File: src/rtl/decode_pkg.sv
// Shared types and constants for the fetch/decode boundary: the queued fetch
// entry layout, the NOP bubble and the RISC-V field positions.
package decode_pkg;

    localparam int DF_ADDR_W  = 64;
    localparam int DF_INSTR_W = 32;
    localparam int DF_REG_W   = 5;
    localparam int DF_BTB_W   = 2;

    // addi x0, x0, 0 -- the canonical bubble presented when nothing is queued
    localparam logic [31:0] NOP_INSTR = 32'h0000_0013;

    localparam int OP_LSB    = 0;
    localparam int OP_W      = 7;
    localparam int RD_LSB    = 7;
    localparam int FUNC3_LSB = 12;
    localparam int FUNC3_W   = 3;
    localparam int RS1_LSB   = 15;
    localparam int RS2_LSB   = 20;

    typedef struct packed {
        logic [DF_INSTR_W-1:0] instruction;
        logic [DF_ADDR_W-1:0]  pc;
        logic [DF_ADDR_W-1:0]  pc_plus4;
        logic [DF_ADDR_W-1:0]  pc_target_pred;
        logic [DF_BTB_W-1:0]   btb_way;
        logic                  branch_pred_taken;
    } fetch_entry_t;

endpackage

File: src/rtl/decode_field_extract.sv
// Pure combinational slicing of opcode, func3 and register addresses out of an
// instruction word; shared between the fetch queue head and the decode stage.
module decode_field_extract
    import decode_pkg::*;
#(
    parameter int INSTR_WIDTH = 32,
    parameter int REG_ADDR_W  = 5
) (
    input  logic [INSTR_WIDTH-1:0] instr_i,
    output logic [OP_W-1:0]        op_o,
    output logic [FUNC3_W-1:0]     func3_o,
    output logic [REG_ADDR_W-1:0]  rs1_addr_o,
    output logic [REG_ADDR_W-1:0]  rs2_addr_o,
    output logic [REG_ADDR_W-1:0]  rd_addr_o
);

    assign op_o       = instr_i[OP_LSB +: OP_W];
    assign func3_o    = instr_i[FUNC3_LSB +: FUNC3_W];
    assign rs1_addr_o = instr_i[RS1_LSB +: REG_ADDR_W];
    assign rs2_addr_o = instr_i[RS2_LSB +: REG_ADDR_W];
    assign rd_addr_o  = instr_i[RD_LSB +: REG_ADDR_W];

    // funct7 and any wider upper bits are decoded elsewhere
    logic unused_upper_bits;
    assign unused_upper_bits = ^instr_i[INSTR_WIDTH-1:RS2_LSB+REG_ADDR_W];

endmodule

File: src/rtl/decode_fetch_queue.sv
// DEPTH-entry queue between fetch and decode with valid/ready on both sides,
// single-cycle flush, and a NOP bubble presented at the head when empty.
module decode_fetch_queue
    import decode_pkg::*;
#(
    parameter int ADDR_WIDTH  = DF_ADDR_W,
    parameter int INSTR_WIDTH = DF_INSTR_W,
    parameter int REG_ADDR_W  = DF_REG_W,
    parameter int BTB_WAY_W   = DF_BTB_W,
    parameter int DEPTH       = 4
) (
    input  logic                         i_clk,
    input  logic                         i_arst,
    input  logic                         i_flush,
    input  logic                         i_valid,
    output logic                         o_ready,
    input  logic [INSTR_WIDTH-1:0]       i_instruction,
    input  logic [ADDR_WIDTH-1:0]        i_pc,
    input  logic [ADDR_WIDTH-1:0]        i_pc_plus4,
    input  logic [ADDR_WIDTH-1:0]        i_pc_target_pred,
    input  logic [BTB_WAY_W-1:0]         i_btb_way,
    input  logic                         i_branch_pred_taken,
    output logic                         o_valid,
    input  logic                         i_ready,
    output logic [INSTR_WIDTH-1:0]       o_instruction,
    output logic [ADDR_WIDTH-1:0]        o_pc,
    output logic [ADDR_WIDTH-1:0]        o_pc_plus4,
    output logic [ADDR_WIDTH-1:0]        o_pc_target_pred,
    output logic [BTB_WAY_W-1:0]         o_btb_way,
    output logic                         o_branch_pred_taken,
    output logic [6:0]                   o_op,
    output logic [2:0]                   o_func3,
    output logic [REG_ADDR_W-1:0]        o_rs1_addr,
    output logic [REG_ADDR_W-1:0]        o_rs2_addr,
    output logic [REG_ADDR_W-1:0]        o_rd_addr,
    output logic [$clog2(DEPTH+1)-1:0]   o_count,
    output logic                         o_almost_full
);

    localparam int PTR_W = $clog2(DEPTH);
    localparam int CNT_W = $clog2(DEPTH+1);

    fetch_entry_t     mem_q [DEPTH];
    logic [PTR_W-1:0] wr_ptr_q, wr_ptr_d;
    logic [PTR_W-1:0] rd_ptr_q, rd_ptr_d;
    logic [CNT_W-1:0] count_q, count_d;
    logic             push, pop;
    fetch_entry_t     wr_entry;
    fetch_entry_t     head;

    // ready depends only on the count register, never on the consumer's i_ready
    assign o_ready = (count_q != CNT_W'(DEPTH));
    assign o_valid = (count_q != '0);

    assign push = i_valid && o_ready && !i_flush;
    assign pop  = o_valid && i_ready && !i_flush;

    always_comb begin
        wr_entry                   = '0;
        wr_entry.instruction       = i_instruction;
        wr_entry.pc                = i_pc;
        wr_entry.pc_plus4          = i_pc_plus4;
        wr_entry.pc_target_pred    = i_pc_target_pred;
        wr_entry.btb_way           = i_btb_way;
        wr_entry.branch_pred_taken = i_branch_pred_taken;
    end

    always_comb begin
        wr_ptr_d = wr_ptr_q;
        rd_ptr_d = rd_ptr_q;
        count_d  = count_q;
        if (i_flush) begin
            wr_ptr_d = '0;
            rd_ptr_d = '0;
            count_d  = '0;
        end else begin
            if (push) begin
                wr_ptr_d = wr_ptr_q + PTR_W'(1);
            end
            if (pop) begin
                rd_ptr_d = rd_ptr_q + PTR_W'(1);
            end
            case ({push, pop})
                2'b10:   count_d = count_q + CNT_W'(1);
                2'b01:   count_d = count_q - CNT_W'(1);
                default: count_d = count_q;
            endcase
        end
    end

    always_ff @(posedge i_clk) begin
        if (i_arst) begin
            wr_ptr_q <= '0;
            rd_ptr_q <= '0;
            count_q  <= '0;
        end else begin
            wr_ptr_q <= wr_ptr_d;
            rd_ptr_q <= rd_ptr_d;
            count_q  <= count_d;
        end
    end

    // Storage is never cleared; validity comes solely from the count.
    always_ff @(posedge i_clk) begin
        if (push && !i_arst) begin
            mem_q[wr_ptr_q] <= wr_entry;
        end
    end

    always_comb begin
        head             = '0;
        head.instruction = NOP_INSTR;
        if (o_valid) begin
            head = mem_q[rd_ptr_q];
        end
    end

    assign o_instruction       = head.instruction;
    assign o_pc                = head.pc;
    assign o_pc_plus4          = head.pc_plus4;
    assign o_pc_target_pred    = head.pc_target_pred;
    assign o_btb_way           = head.btb_way;
    assign o_branch_pred_taken = head.branch_pred_taken;

    assign o_count       = count_q;
    assign o_almost_full = (count_q >= CNT_W'(DEPTH-1));

    decode_field_extract #(
        .INSTR_WIDTH (INSTR_WIDTH),
        .REG_ADDR_W  (REG_ADDR_W)
    ) u_field_extract (
        .instr_i    (head.instruction),
        .op_o       (o_op),
        .func3_o    (o_func3),
        .rs1_addr_o (o_rs1_addr),
        .rs2_addr_o (o_rs2_addr),
        .rd_addr_o  (o_rd_addr)
    );

endmodule

File: config.mk
export PLATFORM = sky130hd
export DESIGN_NAME = decode_fetch_queue
export DESIGN_NICKNAME = d
export VERILOG_FILES = /design/src/rtl/decode_pkg.sv /design/src/rtl/decode_field_extract.sv /design/src/rtl/decode_fetch_queue.sv
export SDC_FILE = /design/constraint.sdc
export NUM_CORES = 1
export LEC_CHECK = 0
export BUFFER_PORTS_ARGS = -buffer_cell sky130_fd_sc_hd__buf_2
export CAP_MARGIN = 30
export CORE_MARGIN = 2
export CORE_UTILIZATION = 40
export DETAILED_ROUTE_END_ITERATION = 12
export SLEW_MARGIN = 40
export SYNTH_ARGS = -nofsm -noshare
export SYNTH_HDL_FRONTEND = slang
export SYNTH_SLANG_ARGS = --single-unit
File: constraint.sdc
create_clock -name i_clk -period 26.7 [get_ports i_clk]
set_input_delay 0 -clock i_clk [delete_from_list [all_inputs] [get_ports i_clk]]
set_output_delay 0 -clock i_clk [all_outputs]
set_load 0.005 [all_outputs]
* Yosys cells after proc, flatten, opt, wreduce, memory -nomap -nowiden *
Memories as Yosys holds them, arrays and structs flattened. A register that Yosys moved wholly into a read port is not among the register bits.
Index checks and enable logic that the tools add are counted.

storage, ports and cells
  flip-flop bits (word level) = 7
  bits in writable memories = 908
  input port bits = 232
  memories kept = 1

memories
  memory  depth  width  rd ports  clocked after memory_dff  wr ports  RTL line                  text
  mem_q   4      227    1         1                         1         decode_fetch_queue.sv:43  fetch_entry_t mem_q [DEPTH];

cells by class
  add/subtract/negate cells = 4
  magnitude comparators = 1
  eq/ne operators = 3
  multiplexer cells = 6
  reductions and logical operators = 10

operator list
  operator                                                           count
  2-to-1 mux 227 bit                                                 1
  one-hot mux 3 bit (2 select lines)                                 1
  logical AND 1 bit                                                  5
  adder 2 x 1 -> 2 bit, second input constant                        2
  2-to-1 mux 2 bit                                                   2
  adder 3 x 1 -> 3 bit, second input constant                        1
  greater-or-equal comparator 3 x 2 -> 1 bit, second input constant  1
  != test 3 bit, second input constant                               1
  nonzero test 3 bit                                                 1
  subtractor 3 x 1 -> 3 bit, second input constant                   1
  == test 2 x 1 -> 1 bit, second input constant                      1
  == test 2 bit, second input constant                               1
  zero test 1 bit                                                    2
  2-to-1 mux 1 bit                                                   2
  nonzero test 2 bit                                                 1
  OR reduction 2 bit                                                 1

* Longest topological paths before layout *
Gate-level depths: netlist of the first run.

  depth after elaboration = 6
  gate-level depth with buffers = 8
  mapped depth without buffers = 8

* Cells and area by module *
From an unflattened synthesis of the first run, not the netlist that was laid out.

second synthesis, totals
  cells, all modules = 1517
  area, all modules = 34842.2 µm²

by module, submodules not included
  module                times used  cells each  area each (µm²)  sequential area each (µm²)
  decode_fetch_queue    1           1492        34654.5          27446.3
  decode_field_extract  1           25          187.7            0.0

* Worst setup path after synthesis of the first run *
OpenSTA, ideal clock, no wires.

  kind = flip-flop to flip-flop
  start = register count_q[0], in the netlist o_count[0]
  end = memory mem_q[0][0] (netlist bit) (enable)
  setup time = 1139 ps
  arrival = 17292 ps
  path slack = 8269 ps
  stages on the path, launching flop included = 4
  buffers on the path = 0
  clock period less this slack = 18431 ps
  path through = dfxtp_1 > or3b_2 > nand3b_2 > nor3b_1

between the ends
  longest elaborated chain between the ends = 6

ends and longest elaborated chain
  item                                    RTL line                   text
  from (decl)                             decode_fetch_queue.sv:46   logic [CNT_W-1:0] count_q, count_d;
  from (signal assigned)                  decode_fetch_queue.sv:99   count_q <= count_d;
  != test 3 bit                           decode_fetch_queue.sv:52   assign o_ready = (count_q != CNT_W'(DEPTH));
  net o_ready                             decode_fetch_queue.sv:16   output logic o_ready,
  logical AND 1 bit (2 in series)         decode_fetch_queue.sv:55   assign push = i_valid && o_ready && !i_flush;
  logical AND 1 bit                       decode_fetch_queue.sv:105  if (push && !i_arst) begin
  2-to-1 mux 1 bit                        decode_fetch_queue.sv:105
  2-to-1 mux 1 bit (implied by the code)  decode_fetch_queue.sv:106  mem_q[wr_ptr_q] <= wr_entry;
  to (decl)                               decode_fetch_queue.sv:43

The timed path passes the listed nets, and every way through them passes these cells.

==> results.env, run 1 <==
WORST_IR_DROP_VDD_mV=0.0535
HOLDBUFCOUNTCTS=234
REG2REGPATHDEPTH=5
ROUTED_WL_MM=75.8
AVGROUTEDWIREPERCELL_UM=21.7
CTS_MADE_BUFFERS=93
CP_SLOWEST_CELL='sky130_fd_sc_hd__dfxtp_4'
CRITPATHLAUNCHTYPE='register'
PORT_BUFFERS=489
TIMING.HOLD.WORST_PATH_DEPTH=2
AVGSYNTHCELLAREA_UM2=23.0
ROUTED.TOP_LAYER='met5'
WL_MET1_MM=30.4
FLOORPLAN.INITIALDENSITY_PCT=40.3
INTERNAL_POWER_uW=2420
GLOBAL_ROUTE.USAGE.TOTAL_PCT=16.9
CTS-RESIZED-GATES=0
CTS_BUFFER_DEPTH=3
SYNTH.CELL_AREA_MM2=0.0348
CTS-HTREE-LEVELS=3
WIRE_LENGTH_OF_THE_FIRST_GLOBAL_ROUTING_PASS_MM=115
ROWS=108
CORE_AREA_MM2=0.0865
PATH_COMMON_CELL='sky130_fd_sc_hd__buf_6'
SYNTH_FP_NETS=1755
ROUTED_VIA_DENSITY=5.00
SYNTH.TOP_CELLS.BY_AREA='sky130_fd_sc_hd__edfxtp_1, sky130_fd_sc_hd__mux4_2, sky130_fd_sc_hd__and2_1'
DIE_HEIGHT_UM=299
STATUS='completed'
CP.ARRIVAL_NS=3.98
LAYOUT_MIN_CYCLE_TIME_NS=3.98
PATH_CELLS='buf_6 > buf_6 > buf_6 > mux4_2 > and2_1 > buf_2'
LEAK_PWR_uW=0.0151
SYNTH-WARNING-COUNT=0
FIRSTDRTPASSITERS=5
CTS_SETUP_BUFFERS=0
SLEW-LIMIT-HEADROOM_PCT=46.4
FMAXACHIEVABLE_MHz=251
FINAL_HOLD_VIOLATING_ENDPOINTS=0
CTS_TREE='yes'
PIN_COUNT_OF_THE_BIGGEST_NET_ENTERING_GLOBAL_ROUTING=84
INITIALDRTVIOLATIONCOUNT=1072
RSZ0062_AT_GRT='false'
WORST_SETUP_HOLD_PATH_CLK_SLEW_NS=0.06
WORSTPATHMAXFANOUT=40
CRITICAL_PATH.ENDPOINT_TYPE='output pin'
SYNTH_TOP_AREA_SHARE_PCT=78.3
CLOCK_SINK_COUNT=917
WORSTSKEWPAIRLATENCY_NS=0.64
FILLERINSTANCES=7077
WL_MET3_MM=5.04
PWR-SHARE-COMB_PCT=3.9
PWR-SHARE-CLK_PCT=42.9
FINAL_MIN_PERIOD_OVER_CLOCK_PERIOD_PCT=14.9
FIN_NETS=2500
TIMING.CRITICAL_PATH.MAX_DELAY_FAMILY='buffers and inverters'
CLASS_OF_THE_MOST_CRITICAL_HOLD_TIMING_PATH='input port to register'
TIGHTEST_SLEW_NS=0.803
POST_SYNTH_NUM_CELL_TYPES=28
YOSYS_REGISTER_BITS=917
DP.FINAL_HPWL_MM=44.5
FLOORPLAN.DIE.WIDTH_UM=299
FINAL_LAYOUT_SIZE_SUFFIX_GT1_SHARE_PCT=37.9
MET2_WIRELENGTH_MM=38.4
FRACTION_OF_THE_YOSYS_AREA_TAKEN_BY_SEQUENTIAL_CELLS_PCT=78.8
PATH_DEPTH=6
TOP_LEVEL_PORTS=490
DETAIL_ROUTE.DRC_VIOLATIONS=0
POSTSYNTHCELLCOUNT=1517
FINALCLOCKSKEW_NS=0.0206
WORST-SETUP-PATH-TYPE='register to output pin'
SWITCHING_SHARE_PCT=19.5
GRT_PASS1_VIAS=19000
OVERFLOW=0
AREA_ADDED_BETWEEN_SYNTHESIS_AND_FINISH_PCT=26.1
DIE-AREA_MM2=0.0895
SETUP-TNS-FINAL_NS=0
FINAL_SETUP_VIOLATION_COUNT=0
CP.BUFFERS_INVERTERS=4
CTSROOTBUFFERMASTER='sky130_fd_sc_hd__clkbuf_16'
INITIAL_ANTENNA_VIOLATION_COUNT=8
POWER.DENSITY_mW_PER_MM2=68.4
CPPEAKSTAGEDELAY_NS=0.71
SWITCHINGPOWER_uW=588
PLACE.GP.CONGESTION=0.758
NUM_VIAS=17500
FINAL.HOLD.WORST_SLACK_NS=0.110
PORTION_OF_TOTAL_POWER_ATTRIBUTED_TO_SEQUENTIAL_CELLS_PCT=53.2
YOSYS.AREA.TOP_TYPE='sky130_fd_sc_hd__edfxtp_1'
MAX_CAP_VIOL_COUNT=0
FINAL_COUNT_OF_PINS_VIOLATING_MAX_SLEW=0
WORST-ENDPOINT-REQUIRED_NS=26.70
FINAL_ANTENNA_NET_COUNT=0
[state kept, by name (all words and copies together) (netlist names), named ones only]
name / cells
mem_q: 908
o_count: 3
rd_ptr_q: 2
wr_ptr_q: 2
[cells by family (layout without fill, tap and decap cells)]
kind of cell | after synthesis | after routing | share of synthesized area [%]
flip-flops | 917 | 917 | 78.8
AND/OR/NAND/NOR | 249 | 249 | 4.45
multiplexers | 229 | 229 | 14.7
buffers and inverters | 106 | 926 | 1.62
AO/OA/AOI/OAI | 7 | 7 | 0.115
adder cells (fa/ha/maj) | 6 | 6 | 0.237
XOR/XNOR | 3 | 3 | 0.0754
other | 0 | 5 | 0
[path summary, 6_finish.rpt]
path,end,slack [ns],from
max,o_pc_plus4[26],22.72,register
min,mem_q[2][108],0.11,i_pc_plus4[41]
max reg2reg,mem_q[1][94],23.58,o_count[0]
min reg2reg,register,0.51,rd_ptr_q[1]
[through the flow]
step	worst slack, ns	cell area, um^2	power (uW)	instances	utilization, %
CTS	22.04	43900	3040	3492	50.8
floorplan	8.27	34800	1670	1517	-
detailed placement	22.74	38500	1720	3088	44.6
global placement	22.53	38400	1720	3086	44.4
finish	22.72	43900	3010	3497	50.8
global route	22.31	43900	3110	3497	50.8
[power groups by stage]
stage / Sequential [uW] / Clock, uW / Combinational, uW
2_1_floorplan: 1640 / 0 / 37.1
3_3_place_gp: 1630 / 0 / 87.0
3_5_place_dp: 1630 / 0 / 90.8
4_1_cts: 1600 / 1320 / 121
5_1_grt: 1600 / 1380 / 129
6_report: 1600 / 1290 / 119
[layout by cell type, fill, tap and decap left out, types with 3 or more instances in the layout]
cell and count:
sky130_fd_sc_hd__buf_2 489, sky130_fd_sc_hd__buf_4 7, sky130_fd_sc_hd__ha_1 5, sky130_fd_sc_hd__nand2_1 5
sky130_fd_sc_hd__edfxtp_1 908, sky130_fd_sc_hd__nor3b_2 4, sky130_fd_sc_hd__clkbuf_1 16, sky130_fd_sc_hd__clkinv_1 22
sky130_fd_sc_hd__clkbuf_16 96, sky130_fd_sc_hd__nor2_1 7, sky130_fd_sc_hd__inv_1 5, sky130_fd_sc_hd__xor2_1 3
sky130_fd_sc_hd__or2_1 3, sky130_fd_sc_hd__buf_6 16, sky130_fd_sc_hd__diode_2 5, sky130_fd_sc_hd__clkinv_2 18
sky130_fd_sc_hd__dlygate4sd3_1 234, sky130_fd_sc_hd__clkinvlp_4 4, sky130_fd_sc_hd__a21oi_1 3, sky130_fd_sc_hd__mux4_2 227
sky130_fd_sc_hd__and2_1 224, sky130_fd_sc_hd__dfxtp_1 7, sky130_fd_sc_hd__bufinv_16 11
[layout make-up]
| class | instances | area (um^2) | area share [%] |
|---|---|---|---|
| Antenna cell | 5 | 12.5 | 0.0285 |
| Clock buffer | 112 | 2460 | 5.60 |
| Clock inverter | 58 | 578 | 1.32 |
| Inverter | 6 | 27.5 | 0.0626 |
| Multi-Input combinational cell | 494 | 6850 | 15.6 |
| Sequential cell | 917 | 27500 | 62.5 |
| Tap cell | 1155 | 1450 | 3.29 |
| Timing Repair Buffer | 750 | 5120 | 11.6 |
[layer usage]
metal	GRT usage, %	vias up
met1	21.6	9136
met3	4.36	131
met5	0	-
met4	5.21	6
li1	-	7691
met2	28.4	512
[synth_stat cells]
master / instances
sky130_fd_sc_hd__a21o_1: 1
sky130_fd_sc_hd__a21oi_1: 3
sky130_fd_sc_hd__and2_1: 224
sky130_fd_sc_hd__buf_1: 8
sky130_fd_sc_hd__buf_2: 34
sky130_fd_sc_hd__buf_4: 25
sky130_fd_sc_hd__buf_6: 4
sky130_fd_sc_hd__clkbuf_1: 29
sky130_fd_sc_hd__clkinv_1: 1
sky130_fd_sc_hd__dfxtp_1: 9
sky130_fd_sc_hd__edfxtp_1: 908
sky130_fd_sc_hd__fa_1: 1
sky130_fd_sc_hd__ha_1: 5
sky130_fd_sc_hd__inv_1: 5
sky130_fd_sc_hd__mux2i_1: 2
sky130_fd_sc_hd__mux4_2: 227
sky130_fd_sc_hd__nand2_1: 5
sky130_fd_sc_hd__nand3b_2: 1
sky130_fd_sc_hd__nor2_1: 7
sky130_fd_sc_hd__nor3_4: 1
sky130_fd_sc_hd__nor3b_1: 4
sky130_fd_sc_hd__o21ai_0: 2
sky130_fd_sc_hd__o31ai_1: 1
sky130_fd_sc_hd__or2_1: 3
sky130_fd_sc_hd__or2_2: 1
sky130_fd_sc_hd__or3_1: 2
sky130_fd_sc_hd__or3b_2: 1
sky130_fd_sc_hd__xor2_1: 3
No activity file was read; power rests on OpenSTA's default activity.
==> run 2, diff against run 1 <==
==> constraint.sdc (replaced) <==
create_clock -name i_clk -period 3.4 [get_ports i_clk]
set_input_delay 0 -clock i_clk [delete_from_list [all_inputs] [get_ports i_clk]]
set_output_delay 0 -clock i_clk [all_outputs]
set_load 0.005 [all_outputs]
==> results.env, run 2 (synthesis results as in run 1) <==
STATUS='completed'
FIN_NETS=2513
POWER.DENSITY_mW_PER_MM2=529
PATH_CELLS='buf_4 > mux4_2 > and2_1 > buf_2'
FMAXACHIEVABLE_MHz=354
AREA_ADDED_BETWEEN_SYNTHESIS_AND_FINISH_PCT=26.5
CRITPATHLAUNCHTYPE='register'
LAYOUT_MIN_CYCLE_TIME_NS=2.83
LEAK_PWR_uW=0.0152
CTSROOTBUFFERMASTER='sky130_fd_sc_hd__clkbuf_16'
WIRE_LENGTH_OF_THE_FIRST_GLOBAL_ROUTING_PASS_MM=115
DP.FINAL_HPWL_MM=44.4
SWITCHING_SHARE_PCT=19.8
PLACE.GP.CONGESTION=0.759
PORTION_OF_TOTAL_POWER_ATTRIBUTED_TO_SEQUENTIAL_CELLS_PCT=53.9
PIN_COUNT_OF_THE_BIGGEST_NET_ENTERING_GLOBAL_ROUTING=102
FILLERINSTANCES=7015
WORSTSKEWPAIRLATENCY_NS=0.65
FINAL_LAYOUT_SIZE_SUFFIX_GT1_SHARE_PCT=38.0
POST-PLACE-WS_NS=1.04
ROWS=108
DETAIL_ROUTE.DRC_VIOLATIONS=0
CLOCK_SINK_COUNT=917
DIE-AREA_MM2=0.0895
CORE_AREA_MM2=0.0865
INITIALDRTVIOLATIONCOUNT=882
WORST-SETUP-PATH-TYPE='register to output pin'
TIMING.CRITICAL_PATH.MAX_DELAY_FAMILY='buffers and inverters'
FINAL_ANTENNA_NET_COUNT=0
FIRSTDRTPASSITERS=5
AREA_OF_PLACED_INSTANCES_MM2=0.0388
CTS_TREE='yes'
PORT_BUFFERS=489
GLOBAL_ROUTE.USAGE.TOTAL_PCT=16.9
CLASS_OF_THE_MOST_CRITICAL_HOLD_TIMING_PATH='input port to register'
TIGHTEST_SLEW_NS=0.690
CP.ARRIVAL_NS=2.83
FINAL_SETUP_VIOLATION_COUNT=0
RSZ0062_AT_GRT='false'
POSTLAYOUTCELLAREA_MM2=0.0441
NUM_VIAS=17400
FLOORPLAN.INITIALDENSITY_PCT=40.3
PWR-SHARE-CLK_PCT=42.1
MAX_CAP_VIOL_COUNT=0
ROUTED_VIA_DENSITY=4.97
CPPEAKSTAGEDELAY_NS=0.68
OVERFLOW=0
SWITCHINGPOWER_uW=4620
CP.BUFFERS_INVERTERS=2
INITIAL_ANTENNA_VIOLATION_COUNT=5
FINAL_COUNT_OF_PINS_VIOLATING_MAX_SLEW=0
MOST_FREQUENT_STANDARD_CELL_IN_THE_LAYOUT_EXCLUDING_FILL_AND_TAP_CELLS='sky130_fd_sc_hd__edfxtp_1'
FINALCLOCKSKEW_NS=0.0165
PWR-SHARE-COMB_PCT=4.0
SETUP-TNS-FINAL_NS=0
CRITICAL_PATH.ENDPOINT_TYPE='output pin'
ROUTED_WL_MM=75.3
WORST_IR_DROP_VDD_mV=0.409
TOP_LEVEL_PORTS=490
GRT_PASS1_VIAS=19400
WORSTPATHMAXFANOUT=27
FLOORPLAN.DIE.WIDTH_UM=299
FINAL_HOLD_VIOLATING_ENDPOINTS=0
SLEW-LIMIT-HEADROOM_PCT=54.0
CTS-HTREE-LEVELS=3
WORST-ENDPOINT-REQUIRED_NS=3.40
WORST_SETUP_HOLD_PATH_CLK_SLEW_NS=0.06
DIE_HEIGHT_UM=299
WORST_SLACK_NS=0.573
LAYOUT.CELLS.MOST_COMMON_LIST='sky130_fd_sc_hd__edfxtp_1, sky130_fd_sc_hd__buf_2, sky130_fd_sc_hd__dlygate4sd3_1'
AVGROUTEDWIREPERCELL_UM=21.5
FINAL_MIN_PERIOD_OVER_CLOCK_PERIOD_PCT=83.2
REGMOSTFLOPS='mem_q'
INTERNAL_POWER_uW=18700
CTS_MADE_BUFFERS=97
CTS_BUFFER_DEPTH=3
CP_SLOWEST_CELL='sky130_fd_sc_hd__dfxtp_4'
LARGEST_REGISTER_FFS=908
CTS_SETUP_BUFFERS=0
## run 2: worst reg2reg max path, delay by kind of cell, from the launching register on
family,cells,cell delay (ns)
buffers and inverters,1,0.06
flip-flops,1,0.40
AO/OA/AOI/OAI,1,0.14
adder cells (fa/ha/maj),2,0.59
XOR/XNOR,1,0.17
AND/OR/NAND/NOR,3,0.93
## run 2: what timing repair did
action | in CTS | in global routing
resized for setup | 0 | 0
hold endpoints to repair | 917 | 0
hold buffers | 233 | 0
## run 2: metrics by stage
step	utilization (%)	instances	hold WS, ns	power [uW]
5_1_grt	51.0	3506	0.0725	24100
2_1_floorplan	-	1517	0.0989	13100
6_report	51.0	3507	0.107	23300
4_1_cts	51.0	3503	0.0463	23600
3_5_place_dp	44.9	3098	0.217	13500
3_3_place_gp	44.9	3098	0.209	13500
## run 2: final timing paths
| kind | startpoint | endpoint | cells past startpoint | slack (ns) |
|---|---|---|---|---|
| setup reg to reg | o_count[2] | o_count[2] | 8 | 1.02 |
| setup / recovery | register | o_pc_target_pred[19] | 4 | 0.57 |
| hold / removal | i_pc_target_pred[37] | mem_q[1][40] | 2 | 0.11 |
| hold reg to reg | wr_ptr_q[1] | wr_ptr_q[1] | 2 | 0.54 |
## run 2: area by class of cell
cell class	instances	area, um^2	area share [%]
Sequential cell	917	27500	62.3
Multi-Input combinational cell	494	6890	15.6
Timing Repair Buffer	759	5310	12.0
Clock buffer	124	2550	5.78
Tap cell	1155	1450	3.28
Clock inverter	48	394	0.894
Inverter	6	30.0	0.0681
Antenna cell	4	10.0	0.0227
## run 2: layer usage
layer / GRT usage, % / vias up / routed length [um]
li1: - / 7725 / -
met1: 20.5 / 9122 / 29500
met2: 29.6 / 451 / 39500
met3: 3.90 / 120 / 4150
met4: 6.02 / 4 / 2020
met5: 0 / - / 30
## run 2: power groups by stage
stage          Combinational [uW]  Clock, uW  Sequential (uW)
2_1_floorplan                 295          0            12800
5_1_grt                      1030      10500            12600
4_1_cts                       958      10100            12600
3_5_place_dp                  723          0            12800
3_3_place_gp                  696          0            12800
6_report                      940       9820            12600
